### src/rtl/tpu_pkg.sv
// Shared TPU definitions: default datapath widths and the feeder FSM state encoding.
package tpu_pkg;

    localparam int DEF_DATA_WIDTH = 8;
    localparam int DEF_PSUM_WIDTH = 32;

    typedef enum logic [2:0] {
        ST_IDLE   = 3'd0,
        ST_LOAD_W = 3'd1,
        ST_SETTLE = 3'd2,
        ST_STREAM = 3'd3,
        ST_DONE   = 3'd4
    } feeder_state_e;

    function automatic logic state_is_busy(input feeder_state_e s);
        return s != ST_IDLE;
    endfunction

endpackage

### src/rtl/pe_feeder_if.sv
// Bundle of job, FIFO-push and PE-facing signals between a controller and pe_feeder.
interface pe_feeder_if import tpu_pkg::*; #(
    parameter int DATA_WIDTH = DEF_DATA_WIDTH,
    parameter int PSUM_WIDTH = DEF_PSUM_WIDTH,
    parameter int LEN_W      = 4
);
    logic                  start_i;
    logic [DATA_WIDTH-1:0] weight_data_i;
    logic [LEN_W-1:0]      vec_len_i;
    logic                  wr_en_i;
    logic [DATA_WIDTH-1:0] wr_ifmap_i;
    logic [PSUM_WIDTH-1:0] wr_psum_i;
    logic                  full_o;
    logic [DATA_WIDTH-1:0] weight_o;
    logic                  weight_en_o;
    logic [DATA_WIDTH-1:0] ifmap_o;
    logic                  ifmap_en_o;
    logic [PSUM_WIDTH-1:0] psum_o;
    logic                  psum_en_o;
    logic                  busy_o;
    logic                  done_o;

    modport master (
        output start_i, weight_data_i, vec_len_i, wr_en_i, wr_ifmap_i, wr_psum_i,
        input  full_o, weight_o, weight_en_o, ifmap_o, ifmap_en_o,
               psum_o, psum_en_o, busy_o, done_o
    );

    modport slave (
        input  start_i, weight_data_i, vec_len_i, wr_en_i, wr_ifmap_i, wr_psum_i,
        output full_o, weight_o, weight_en_o, ifmap_o, ifmap_en_o,
               psum_o, psum_en_o, busy_o, done_o
    );
endinterface

### src/rtl/pair_fifo.sv
// Synchronous FIFO of ifmap/psum pairs; head entry is visible combinationally on pop_data_o.
module pair_fifo #(
    parameter int WIDTH = 40,
    parameter int DEPTH = 8
) (
    input  logic             clk,
    input  logic             rst_n,
    input  logic             push_i,
    input  logic [WIDTH-1:0] push_data_i,
    input  logic             pop_i,
    output logic [WIDTH-1:0] pop_data_o,
    output logic             full_o,
    output logic             empty_o
);
    localparam int PTR_W = $clog2(DEPTH);
    localparam logic [PTR_W:0] FULL_CNT = (PTR_W+1)'(DEPTH);

    logic [WIDTH-1:0] mem_q [DEPTH];
    logic [PTR_W-1:0] wr_ptr_q, wr_ptr_d;
    logic [PTR_W-1:0] rd_ptr_q, rd_ptr_d;
    logic [PTR_W:0]   count_q, count_d;
    logic             do_push, do_pop;

    assign full_o     = (count_q == FULL_CNT);
    assign empty_o    = (count_q == '0);
    assign pop_data_o = mem_q[rd_ptr_q];
    assign do_pop     = pop_i && !empty_o;
    // A pop frees the head slot in the same cycle, so a full FIFO still accepts a push alongside it.
    assign do_push    = push_i && (!full_o || do_pop);

    always_comb begin
        wr_ptr_d = wr_ptr_q;
        rd_ptr_d = rd_ptr_q;
        count_d  = count_q;
        if (do_push) wr_ptr_d = wr_ptr_q + 1'b1;
        if (do_pop)  rd_ptr_d = rd_ptr_q + 1'b1;
        case ({do_push, do_pop})
            2'b10:   count_d = count_q + 1'b1;
            2'b01:   count_d = count_q - 1'b1;
            default: count_d = count_q;
        endcase
    end

    always_ff @(posedge clk) begin
        if (!rst_n) begin
            wr_ptr_q <= '0;
            rd_ptr_q <= '0;
            count_q  <= '0;
        end else begin
            wr_ptr_q <= wr_ptr_d;
            rd_ptr_q <= rd_ptr_d;
            count_q  <= count_d;
        end
    end

    always_ff @(posedge clk) begin
        if (do_push) mem_q[wr_ptr_q] <= push_data_i;
    end

endmodule

### src/rtl/pe_feeder.sv
// Loads a weight into a PE, waits a settle gap, then streams queued ifmap/psum pairs with registered enables.
module pe_feeder import tpu_pkg::*; #(
    parameter int DATA_WIDTH = DEF_DATA_WIDTH,
    parameter int PSUM_WIDTH = DEF_PSUM_WIDTH,
    parameter int FIFO_DEPTH = 8,
    parameter int GAP_CYCLES = 4
) (
    input  logic          clk,
    input  logic          rst_n,
    pe_feeder_if.slave    bus
);
    localparam int LEN_W  = $clog2(FIFO_DEPTH) + 1;
    localparam int GAP_W  = (GAP_CYCLES > 2) ? $clog2(GAP_CYCLES) : 1;
    localparam int PAIR_W = DATA_WIDTH + PSUM_WIDTH;

    feeder_state_e         state_q, state_d;
    logic [LEN_W-1:0]      len_q, len_d;
    logic [GAP_W-1:0]      gap_q, gap_d;
    logic [DATA_WIDTH-1:0] weight_q, weight_d;
    logic                  weight_en_q, weight_en_d;
    logic [DATA_WIDTH-1:0] ifmap_q, ifmap_d;
    logic [PSUM_WIDTH-1:0] psum_q, psum_d;
    logic                  pair_en_q, pair_en_d;
    logic                  busy_q, busy_d;
    logic                  done_q, done_d;

    logic [PAIR_W-1:0]     fifo_head;
    logic                  fifo_empty;
    logic                  fifo_pop;

    pair_fifo #(
        .WIDTH (PAIR_W),
        .DEPTH (FIFO_DEPTH)
    ) u_pair_fifo (
        .clk         (clk),
        .rst_n       (rst_n),
        .push_i      (bus.wr_en_i),
        .push_data_i ({bus.wr_ifmap_i, bus.wr_psum_i}),
        .pop_i       (fifo_pop),
        .pop_data_o  (fifo_head),
        .full_o      (bus.full_o),
        .empty_o     (fifo_empty)
    );

    assign fifo_pop = (state_q == ST_STREAM) && !fifo_empty && (len_q != '0);

    always_comb begin
        state_d     = state_q;
        len_d       = len_q;
        gap_d       = gap_q;
        weight_d    = weight_q;
        weight_en_d = 1'b0;
        ifmap_d     = ifmap_q;
        psum_d      = psum_q;
        pair_en_d   = 1'b0;
        case (state_q)
            ST_IDLE: begin
                if (bus.start_i) begin
                    state_d     = ST_LOAD_W;
                    weight_d    = bus.weight_data_i;
                    len_d       = bus.vec_len_i;
                    weight_en_d = 1'b1;
                end
            end
            ST_LOAD_W: begin
                state_d = ST_SETTLE;
                gap_d   = GAP_W'(GAP_CYCLES - 1);
            end
            ST_SETTLE: begin
                if (gap_q == '0) begin
                    state_d = (len_q == '0) ? ST_DONE : ST_STREAM;
                end else begin
                    gap_d = gap_q - 1'b1;
                end
            end
            ST_STREAM: begin
                // Leaving only once remaining hits zero puts done one cycle after the last pair enable.
                if (len_q == '0) begin
                    state_d = ST_DONE;
                end else if (fifo_pop) begin
                    {ifmap_d, psum_d} = fifo_head;
                    pair_en_d         = 1'b1;
                    len_d             = len_q - 1'b1;
                end
            end
            ST_DONE: state_d = ST_IDLE;
            default: state_d = ST_IDLE;
        endcase
        busy_d = state_is_busy(state_d);
        done_d = (state_d == ST_DONE);
    end

    always_ff @(posedge clk) begin
        if (!rst_n) begin
            state_q     <= ST_IDLE;
            len_q       <= '0;
            gap_q       <= '0;
            weight_q    <= '0;
            weight_en_q <= 1'b0;
            ifmap_q     <= '0;
            psum_q      <= '0;
            pair_en_q   <= 1'b0;
            busy_q      <= 1'b0;
            done_q      <= 1'b0;
        end else begin
            state_q     <= state_d;
            len_q       <= len_d;
            gap_q       <= gap_d;
            weight_q    <= weight_d;
            weight_en_q <= weight_en_d;
            ifmap_q     <= ifmap_d;
            psum_q      <= psum_d;
            pair_en_q   <= pair_en_d;
            busy_q      <= busy_d;
            done_q      <= done_d;
        end
    end

    assign bus.weight_o    = weight_q;
    assign bus.weight_en_o = weight_en_q;
    assign bus.ifmap_o     = ifmap_q;
    assign bus.ifmap_en_o  = pair_en_q;
    assign bus.psum_o      = psum_q;
    assign bus.psum_en_o   = pair_en_q;
    assign bus.busy_o      = busy_q;
    assign bus.done_o      = done_q;

endmodule
### src/flat_wrapper.sv
// flat-port wrapper written by rule: the top's interface ports become plain ports
module pe_feeder_flat import tpu_pkg::*;
#(
    parameter int DATA_WIDTH = DEF_DATA_WIDTH,
    parameter int PSUM_WIDTH = DEF_PSUM_WIDTH,
    parameter int FIFO_DEPTH = 8,
    parameter int GAP_CYCLES = 4
)
  (clk, rst_n, bus_start_i, bus_weight_data_i, bus_vec_len_i, bus_wr_en_i, bus_wr_ifmap_i, bus_wr_psum_i, bus_full_o, bus_weight_o, bus_weight_en_o, bus_ifmap_o, bus_ifmap_en_o, bus_psum_o, bus_psum_en_o, bus_busy_o, bus_done_o);
  pe_feeder_if #(.DATA_WIDTH(DATA_WIDTH), .PSUM_WIDTH(PSUM_WIDTH)) bus_i ();
  input  logic clk;
  input  logic rst_n;
  input wire logic [$bits(bus_i.start_i)-1:0] bus_start_i;
  input wire logic [$bits(bus_i.weight_data_i)-1:0] bus_weight_data_i;
  input wire logic [$bits(bus_i.vec_len_i)-1:0] bus_vec_len_i;
  input wire logic [$bits(bus_i.wr_en_i)-1:0] bus_wr_en_i;
  input wire logic [$bits(bus_i.wr_ifmap_i)-1:0] bus_wr_ifmap_i;
  input wire logic [$bits(bus_i.wr_psum_i)-1:0] bus_wr_psum_i;
  output wire logic [$bits(bus_i.full_o)-1:0] bus_full_o;
  output wire logic [$bits(bus_i.weight_o)-1:0] bus_weight_o;
  output wire logic [$bits(bus_i.weight_en_o)-1:0] bus_weight_en_o;
  output wire logic [$bits(bus_i.ifmap_o)-1:0] bus_ifmap_o;
  output wire logic [$bits(bus_i.ifmap_en_o)-1:0] bus_ifmap_en_o;
  output wire logic [$bits(bus_i.psum_o)-1:0] bus_psum_o;
  output wire logic [$bits(bus_i.psum_en_o)-1:0] bus_psum_en_o;
  output wire logic [$bits(bus_i.busy_o)-1:0] bus_busy_o;
  output wire logic [$bits(bus_i.done_o)-1:0] bus_done_o;
  assign bus_i.start_i = bus_start_i;
  assign bus_i.weight_data_i = bus_weight_data_i;
  assign bus_i.vec_len_i = bus_vec_len_i;
  assign bus_i.wr_en_i = bus_wr_en_i;
  assign bus_i.wr_ifmap_i = bus_wr_ifmap_i;
  assign bus_i.wr_psum_i = bus_wr_psum_i;
  assign bus_full_o = bus_i.full_o;
  assign bus_weight_o = bus_i.weight_o;
  assign bus_weight_en_o = bus_i.weight_en_o;
  assign bus_ifmap_o = bus_i.ifmap_o;
  assign bus_ifmap_en_o = bus_i.ifmap_en_o;
  assign bus_psum_o = bus_i.psum_o;
  assign bus_psum_en_o = bus_i.psum_en_o;
  assign bus_busy_o = bus_i.busy_o;
  assign bus_done_o = bus_i.done_o;
  pe_feeder #(.DATA_WIDTH(DATA_WIDTH), .PSUM_WIDTH(PSUM_WIDTH), .FIFO_DEPTH(FIFO_DEPTH), .GAP_CYCLES(GAP_CYCLES)) u_core (.clk(clk), .rst_n(rst_n), .bus(bus_i));
endmodule
### config.mk
export PLATFORM = sky130hd
export DESIGN_NAME = pe_feeder_flat
export DESIGN_NICKNAME = d
export VERILOG_FILES = /design/src/rtl/tpu_pkg.sv /design/src/rtl/pe_feeder_if.sv /design/src/rtl/pair_fifo.sv /design/src/rtl/pe_feeder.sv /design/src/flat_wrapper.sv
export SDC_FILE = /design/constraint.sdc
export NUM_CORES = 1
export LEC_CHECK = 0
export ABC_CLOCK_PERIOD_IN_PS = 9500
export CORE_UTILIZATION = 40
export DETAILED_ROUTE_END_ITERATION = 16
export PLACE_DENSITY = 0.61
export SLEW_MARGIN = 0
export SYNTH_ARGS = -nofsm -noshare
export SYNTH_HDL_FRONTEND = slang
export SYNTH_SLANG_ARGS = --single-unit
export TNS_END_PERCENT = 20
### constraint.sdc
create_clock -name clk -period 9.5 [get_ports clk]
set_clock_uncertainty 0.05 [all_clocks]
set_input_delay 1.9 -clock clk [delete_from_list [all_inputs] [get_ports clk]]
set_output_delay 1.9 -clock clk [all_outputs]
set_load 0.01 [all_outputs]
# After elaboration in Yosys (flattened, before gate mapping)
# Memories as Yosys holds them, arrays and structs flattened. A register that Yosys moved wholly into a read port is not among the register bits.
# Index checks and enable logic that the tools add are counted.
# word_totals
register_bits	31
output_inout_bits	54
wordCells	71
memories	1
input_bits	56
mem_bits_rw	320
# mem_list
memory	depth	word_bits	read_ports	rd_clocked_by_memory_dff	write_ports	line_no	rtl
u_core.u_pair_fifo.mem_q	8	40	1	1	1	pair_fifo.sv:18	logic [WIDTH-1:0] mem_q [DEPTH];
# op_classes
eq_ne	11
n_bitwise	3
mux	16
n_reduce_logical	23
addsub	6
# op_table
operator	count
4-bit case mux with 2 select lines	2
3-bit two-way mux	4
4-bit two-way mux	3
3-bit case mux with 4 select lines	1
4-bit logical NOT	2
2-bit != test (second input constant)	4
4-bit by 1-bit subtractor with 4-bit output (second input constant)	2
3-bit by 1-bit adder with 3-bit output (second input constant)	2
3-bit by 2-bit equality test with 1-bit output (second input constant)	2
2-bit AND reduction	3
2-bit nonzero test	3
4-bit by 1-bit adder with 4-bit output (second input constant)	1
4-bit equality test (second input constant)	1
1-bit logical AND	4
1-bit two-way mux	4
2-bit case mux with 2 select lines	1
4-bit AND reduction	1
4-bit nonzero test	1
3-bit by 1-bit equality test with 1-bit output (second input constant)	1
3-bit equality test (second input constant)	1
1-bit logical NOT	3
3-bit logical NOT	1
1-bit NOT	3
3-bit AND reduction	1
other kinds (8)	8

# Depth between registers and ports, before layout
# Gate-level depths: netlist of run 1.
# depth
depth_word	9
ltp_mapped	11
mapped_depth_nobuf	9

# Cells and area by module
# Synthesis of run 1 repeated with hierarchy kept, for this count alone.
# hier_totals
cells_unflattened	827
area_unflattened_um2	15225.9
# modules_own_cells
mod	cells_per_inst	instances	area_each_um2	seq_area_each_um2
pair_fifo	545	1	12899.9	9869.5
pe_feeder	282	1	2326.0	1221.2

# Least setup slack after synthesis of run 1
# No wires, ideal clock.
# synth_timing
path_kind	in2reg
start	input port bus_wr_en_i
end	memory u_core.u_pair_fifo.mem_q[0][0] (enable)
required_ps	8963
n_path_buf	0
setup_time_ps	487
path_slack_ps	3631
stages	4
arrival_ps	5332
path_cell_list	and4b_1 -> a22o_2 -> or2b_1 -> nor3_1
# synth_between
elab_chain_cells	3
# synth_rtl
item	line_no	rtl
start: declaration	flat_wrapper.sv:16	input wire logic [$bits(bus_i.wr_en_i)-1:0] bus_wr_en_i;
1-bit logical AND	pair_fifo.sv:29	assign do_push = push_i && (!full_o || do_pop);
1-bit two-way mux	pair_fifo.sv:57	if (do_push) mem_q[wr_ptr_q] <= push_data_i;
1-bit two-way mux (implied by the code)	pair_fifo.sv:57	
end: declaration	pair_fifo.sv:18	
# Every way passes these cells.

# Final worst setup path of run 1
# layout_timing
start	input port bus_wr_en_i
end	memory u_core.u_pair_fifo.mem_q[1][30] (enable)
# Same word-level chain as after synthesis.

==> results.ini, run 1 <==
[outcome]
outcome = complete, no violations

[global_routing]
grt_use_total_pct = 15.4
use_met2_pct = 25.1
grt_pass1_vias = 7592
antenna_found_initial = 0
grt_pass1_wl_microns = 44400
busiest_layer = met2
overflow = 0
gr-usage-met1_pct = 21.5
grt_max_degree = 85
gr-usage-met3_pct = 2.78

[power_and_ir_drop]
ir_worst_vdd_mv = 0.174
leakage_nw = 5.57
p_per_area_nw_per_um2 = 207
power_w = 0.00367

[layout]
final_nets = 971
n_antenna_cell = 0
drive_gt1_share_pct = 18.7
area_growth_syn_to_layout_pct = 19.7
multi_input_area_sq_um = 3550
n_fill_cell = 2993
seq_area_sq_um = 11000
instances_no_fill = 1408

[synthesis]
syn-instance-count = 788
synth_seq_cells = 391
synthAdderAreaFrac_pct = 0.641
synth-compound-area-share_pct = 4.57
synth_top_cell_area_share_pct = 64.8
synth.most_common_cell = edfxtp_1
yosysTopAreaCell = edfxtp_1
synthMuxAreaShare_pct = 15.1
synth_top_family_by_area = multiplexers
yosys.area_share.xor_xnor_pct = 0.295
syn_area_sq_um = 14800
ys_seq_area_share_pct = 74.4
synth_common_cells = 320 x edfxtp_1, 80 x mux4_2, 71 x dfxtp_1, 58 x a21oi_1, 43 x mux2i_1
synthFlopType = edfxtp_1
syn_nets = 851
yosys_warnings = 0
yosysUniqueCellTypes = 53
synth_simple_gate_area_share_pct = 2.96
syn-mean-instance-area_sq_um = 18.8
async_flop_share_pct = 0
synth-edff-count = 320
ys_top_cells_by_area = edfxtp_1 65%, mux4_2 12%, dfxtp_1 9.6%

[detailed_routing]
drcViolationCount = 0
avgRoutedWirePerCell_microns = 20.3
vias = 7315
ant_nets = 0
drtIter0Drc = 421
wirelength_microns = 28600
vias_per_cell = 5.20
first_pass_iters = 5

[sta]
slew_headroom_pct = 37.6
period_share_pct = 43.1
finalSetupViolCount = 0
hold_violations = 0
worst_slack_ns = 5.40
worstMarginPinSlew_ns = 0.936
rsz0062_at_grt = no
timing.hold.ws_ns = 0.408
drv_slew = 0
tns_ns = 0
max_freq_mhz = 244
timing.final.crit_period_ns = 4.10

[floorplanning]
die_y_microns = 195
design.core.area_sq_um = 36500
die_area_sq_um = 37900
num_rows = 70
die_w_microns = 195
pin_count = 110
start_util_pct = 40.6

[flow_run]
maxCapViolations = 0

[clock_network]
clock-root-buffer = clkbuf_16
clk-insertion-delay-late_ns = 0.54
numCtsBuffers = 41
clockBufferDepth = 3
clk_pin_slew_ns = 0.06
cts.repair.resized = 0
htreeDepth = 2
cts_sinks = 391
cts_setup_buffers = 0
ctsHoldBuffers = 0
cts_tree = done

[place]
dp_cells = 1333
gp_congestion = 0.728
post-place-ws_ns = 4.79
place_hpwl_microns = 16400
portBuffers = 109

[worst_setup_path]
critical_path_class = in2reg
r2r_slack_ns = 6.35
required_ns = 9.63
arrival_ns = 4.23
cp_max_fo = 27
endpoint_kind = flop
cp-start-kind = input port

[hold_path]
hold_class = reg2reg

==> registers in the layout (all words and copies together) (netlist names) <==
signal,flops
u_core.u_pair_fifo.count_q,4
u_core.gap_q,2
u_core.bus.ifmap_o,8
u_core.state_q,3
u_core.len_q,4
u_core.bus.psum_o,32
u_core.bus.weight_o,8
u_core.bus.ifmap_en_o,1
u_core.u_pair_fifo.rd_ptr_q,3
u_core.u_pair_fifo.mem_q,320
u_core.bus.done_o,1
u_core.bus.busy_o,1
u_core.bus.weight_en_o,1
u_core.u_pair_fifo.wr_ptr_q,3
==> layer usage <==
metal,vias to the layer above,wire length [microns]
li1,3389,-
met5,-,0
met3,34,1010
met2,133,13900
met4,0,421
met1,3759,13300
==> cell usage in the layout, fill, tap and decap left out, types with 2 or more instances in the layout <==
master and n:
edfxtp_1 320, clkdlybuf4s50_1 108, mux4_2 80, dfxtp_1 68, a21oi_1 58, mux2i_1 43, clkbuf_16 42, nand2_1 34
o21ai_0 23, o21ai_1 18, buf_4 15, inv_1 11, clkbuf_1 11, nor2_1 10, nor2_4 6, ha_1 6
clkinv_2 6, nor3_1 5, clkinv_1 5, nand2b_1 4, xnor2_1 4, bufinv_16 4, nand3_1 3, nand3b_1 3
a21o_1 3, or3_1 3, dfxtp_4 3, nor3_2 2, o32ai_1 2, nor2b_1 2, a31oi_1 2, nand4_1 2
o21ai_2 2, clkinv_4 2
==> power by group <==
| group | internal (W) | leakage, nW | switching (W) |
|---|---|---|---|
| clock | 0.000936 | 0.651 | 0.000643 |
| sequential | 0.00190 | 3.49 | 0.0000183 |
| combinational | 0.0000759 | 1.43 | 0.0000960 |
==> worst max-delay path: stages <==
cell and delay, ns:
clkdlybuf4s50_1 0.52, and4b_1 0.23, a22o_2 0.24, or2b_1 0.38, nor2_4 0.47, buf_4 0.48
==> layout make-up <==
class,instances,area share (%)
Tap cell,468,3.30
Multi-Input combinational cell,339,20.0
Sequential cell,391,62.2
Clock inverter,21,1.32
Timing Repair Buffer,124,6.75
Inverter,11,0.232
Clock buffer,54,6.23
==> kinds of logic (layout without fill, tap and decap cells) <==
| family | after synthesis | in the layout |
|---|---|---|
| AO/OA/AOI/OAI | 119 | 119 |
| XOR/XNOR | 5 | 5 |
| adder cells (fa/ha/maj) | 7 | 7 |
| buffers and inverters | 58 | 210 |
| flip-flops | 391 | 391 |
| multiplexers | 124 | 124 |
| AND/OR/NAND/NOR | 84 | 84 |
==> final timing paths <==
check	startpoint	endpoint	cells past startpoint
max	bus_wr_en_i	u_core.u_pair_fifo.mem_q[1][30]	6
max reg2reg	u_core.u_pair_fifo.rd_ptr_q[0]	u_core.bus.ifmap_o[3]	5
min	u_core.bus.weight_o[7]	u_core.bus.weight_o[7]	2
min reg2reg	u_core.bus.weight_o[7]	u_core.bus.weight_o[7]	2
==> metrics by stage <==
stage / util [%] / cell area [sq um]
global route: 48.6 / 17800
floorplan: - / 14800
detailed placement: 45.0 / 16400
finish: 48.6 / 17800
CTS: 48.6 / 17800
global placement: 45.0 / 16400
(Power assumes the default switching activity.)
==> run 2: changes to the inputs <==
--- a/config.mk
+++ b/config.mk
@@ -5,10 +5,10 @@
 export SDC_FILE = /design/constraint.sdc
 export NUM_CORES = 1
 export LEC_CHECK = 0
-export ABC_CLOCK_PERIOD_IN_PS = 9500
+export ABC_CLOCK_PERIOD_IN_PS = 3550
 export CORE_UTILIZATION = 40
 export DETAILED_ROUTE_END_ITERATION = 16
-export PLACE_DENSITY = 0.61
+export PLACE_DENSITY = 0.63
 export SLEW_MARGIN = 0
 export SYNTH_ARGS = -nofsm -noshare
 export SYNTH_HDL_FRONTEND = slang
==> constraint.sdc (replaced) <==
create_clock -name clk -period 3.55 [get_ports clk]
set_clock_uncertainty 0.05 [all_clocks]
set_input_delay 0.71 -clock clk [delete_from_list [all_inputs] [get_ports clk]]
set_output_delay 0.71 -clock clk [all_outputs]
set_load 0.01 [all_outputs]
==> run 2 against run 1 <==
Compared with the run above: global-route usage rose by 0.070 points; highest routed layer unchanged; sequential power increased to 2.7 times the previous value; largest cell class unchanged; combinational power grew to 2.7 times the previous value; sequential share of layout area is 0.43 points lower; clock power grew to 2.7 times the previous value; sequential cell count did not move; critical path type is now reg2out; via count up 0.23%; clock-buffer cell count up 2.
==> results.ini, run 2 (synthesis results as in run 1) <==
[sta]
period_share_pct = 80.0
max_freq_mhz = 352
slew_headroom_pct = 40.5
tns_ns = 0
worst_slack_ns = 0.710
hold_violations = 0
drv_slew = 0
finalSetupViolCount = 0
timing.hold.ws_ns = 0.406
rsz0062_at_grt = no
worstMarginPinSlew_ns = 0.893
timing.final.crit_period_ns = 2.84

[worst_setup_path]
crit_chain = or4b_1, inv_1, clkdlybuf4s50_1
crit_path_max_incr_delay_ns = 0.58
arrival_ns = 2.08
required_ns = 2.79
path_buf_inv = 2
critical_path.top_delay_family = buffers and inverters
critical_path_class = reg2out
cp-start-kind = flop
cp_slowest_cell = or4b_1
cp_max_fo = 5
endpoint_kind = output port

[layout]
layout_common_cells = 320 x edfxtp_1, 108 x clkdlybuf4s50_1, 80 x mux4_2, 68 x dfxtp_1, 58 x a21oi_1
final_nets = 980
largest_register = u_core.u_pair_fifo.mem_q
drive_gt1_share_pct = 20.0
area_growth_syn_to_layout_pct = 20.6
final_common_cell = edfxtp_1
largest_reg_flops = 320

[global_routing]
overflow = 0
grt_pass1_wl_microns = 44700
antenna_found_initial = 1
grt_pass1_vias = 7601
grt_max_degree = 85
grt_use_total_pct = 15.5

[clock_network]
htreeDepth = 2
cts_sinks = 391
clockBufferDepth = 3
cts_tree = done
ctsHoldBuffers = 0
clk_pin_slew_ns = 0.06
clock-root-buffer = clkbuf_16
clk-insertion-delay-late_ns = 0.54
cts.repair.resized = 0
numCtsBuffers = 41
cts_setup_buffers = 0

[place]
gp_congestion = 0.752
post-place-ws_ns = 0.503
place_hpwl_microns = 17200
portBuffers = 109

[floorplanning]
die_y_microns = 195
pin_count = 110
die_w_microns = 195
design.core.area_sq_um = 36500
num_rows = 70
start_util_pct = 40.6
die_area_sq_um = 37900

[power_and_ir_drop]
ir_worst_vdd_mv = 0.349
leakage_nw = 5.65
power_w = 0.00986
p_per_area_nw_per_um2 = 551

[flow_run]
maxCapViolations = 0

[detailed_routing]
vias_per_cell = 5.17
drcViolationCount = 0
first_pass_iters = 4
wirelength_microns = 28500
vias = 7332
ant_nets = 0
drtIter0Drc = 484
avgRoutedWirePerCell_microns = 20.1

[outcome]
outcome = complete, no violations

[hold_path]
hold_class = reg2reg

run 2: cell types whose count changed in the layout (fill, tap and decap cells not counted), moves of 2 or more:
| cell | change |
|---|---|
| buf_12 | +2 |
| clkinv_1 | -3 |
| inv_6 | +2 |
| buf_4 | +7 |
| clkinv_2 | +2 |
| clkbuf_8 | +4 |
run 2: path summary, 6_finish.rpt:
| check | cells past startpoint | end | slack, ns | start |
|---|---|---|---|---|
| max | 3 | bus_full_o | 0.71 | u_core.u_pair_fifo.count_q[0] |
| min | 2 | u_core.bus.weight_o[6] | 0.41 | u_core.bus.weight_o[6] |
| max reg2reg | 9 | u_core.u_pair_fifo.count_q[3] | 0.81 | u_core.len_q[0] |
| min reg2reg | 2 | u_core.bus.weight_o[6] | 0.41 | u_core.bus.weight_o[6] |
run 2: cell type report:
class,count,area [sq um]
clock buffer,56,1130
tap,468,586
antenna,1,2.50
multi-input combinational,339,3560
clock inverter,20,231
sequential,391,11000
fill,2944,18600
inverter,11,41.3
timing repair buffer,133,1290
run 2: worst register-to-register path: stages, from the launching register on:
cell and delay (ns):
dfxtp_1 0.36, inv_1 0.05, ha_1 0.22, or3b_1 0.41, and4_1 0.42, ha_1 0.28, a21o_1 0.21, a2111oi_0 0.43
mux2i_1 0.15, nand3_1 0.10
run 2: metrics by stage:
stage                     cells  util (%)  instance area (sq um)
after floorplan             788         -                  14800
after global placement     1342      45.2                  16500
after detailed placement   1342      45.2                  16500
after CTS                  1418      49.0                  17900
after global routing       1419      49.0                  17900
final                      1419      49.0                  17900
run 2: routing by layer:
layer	GRT usage, %	share of wire [%]	up-vias
li1	-	-	3422
met1	21.0	46	3750
met2	25.5	49	123
met3	2.71	3.5	37
met4	4.73	1.7	0
met5	0	0	-
run 2: power by group:
part / total (W) / switching (W) / leakage, nW / internal, W
sequential: 0.00513 / 0.0000492 / 3.49 / 0.00508
clock: 0.00426 / 0.00171 / 0.675 / 0.00255
combinational: 0.000463 / 0.000255 / 1.49 / 0.000207
total: 0.00986 / 0.00202 / 5.65 / 0.00784
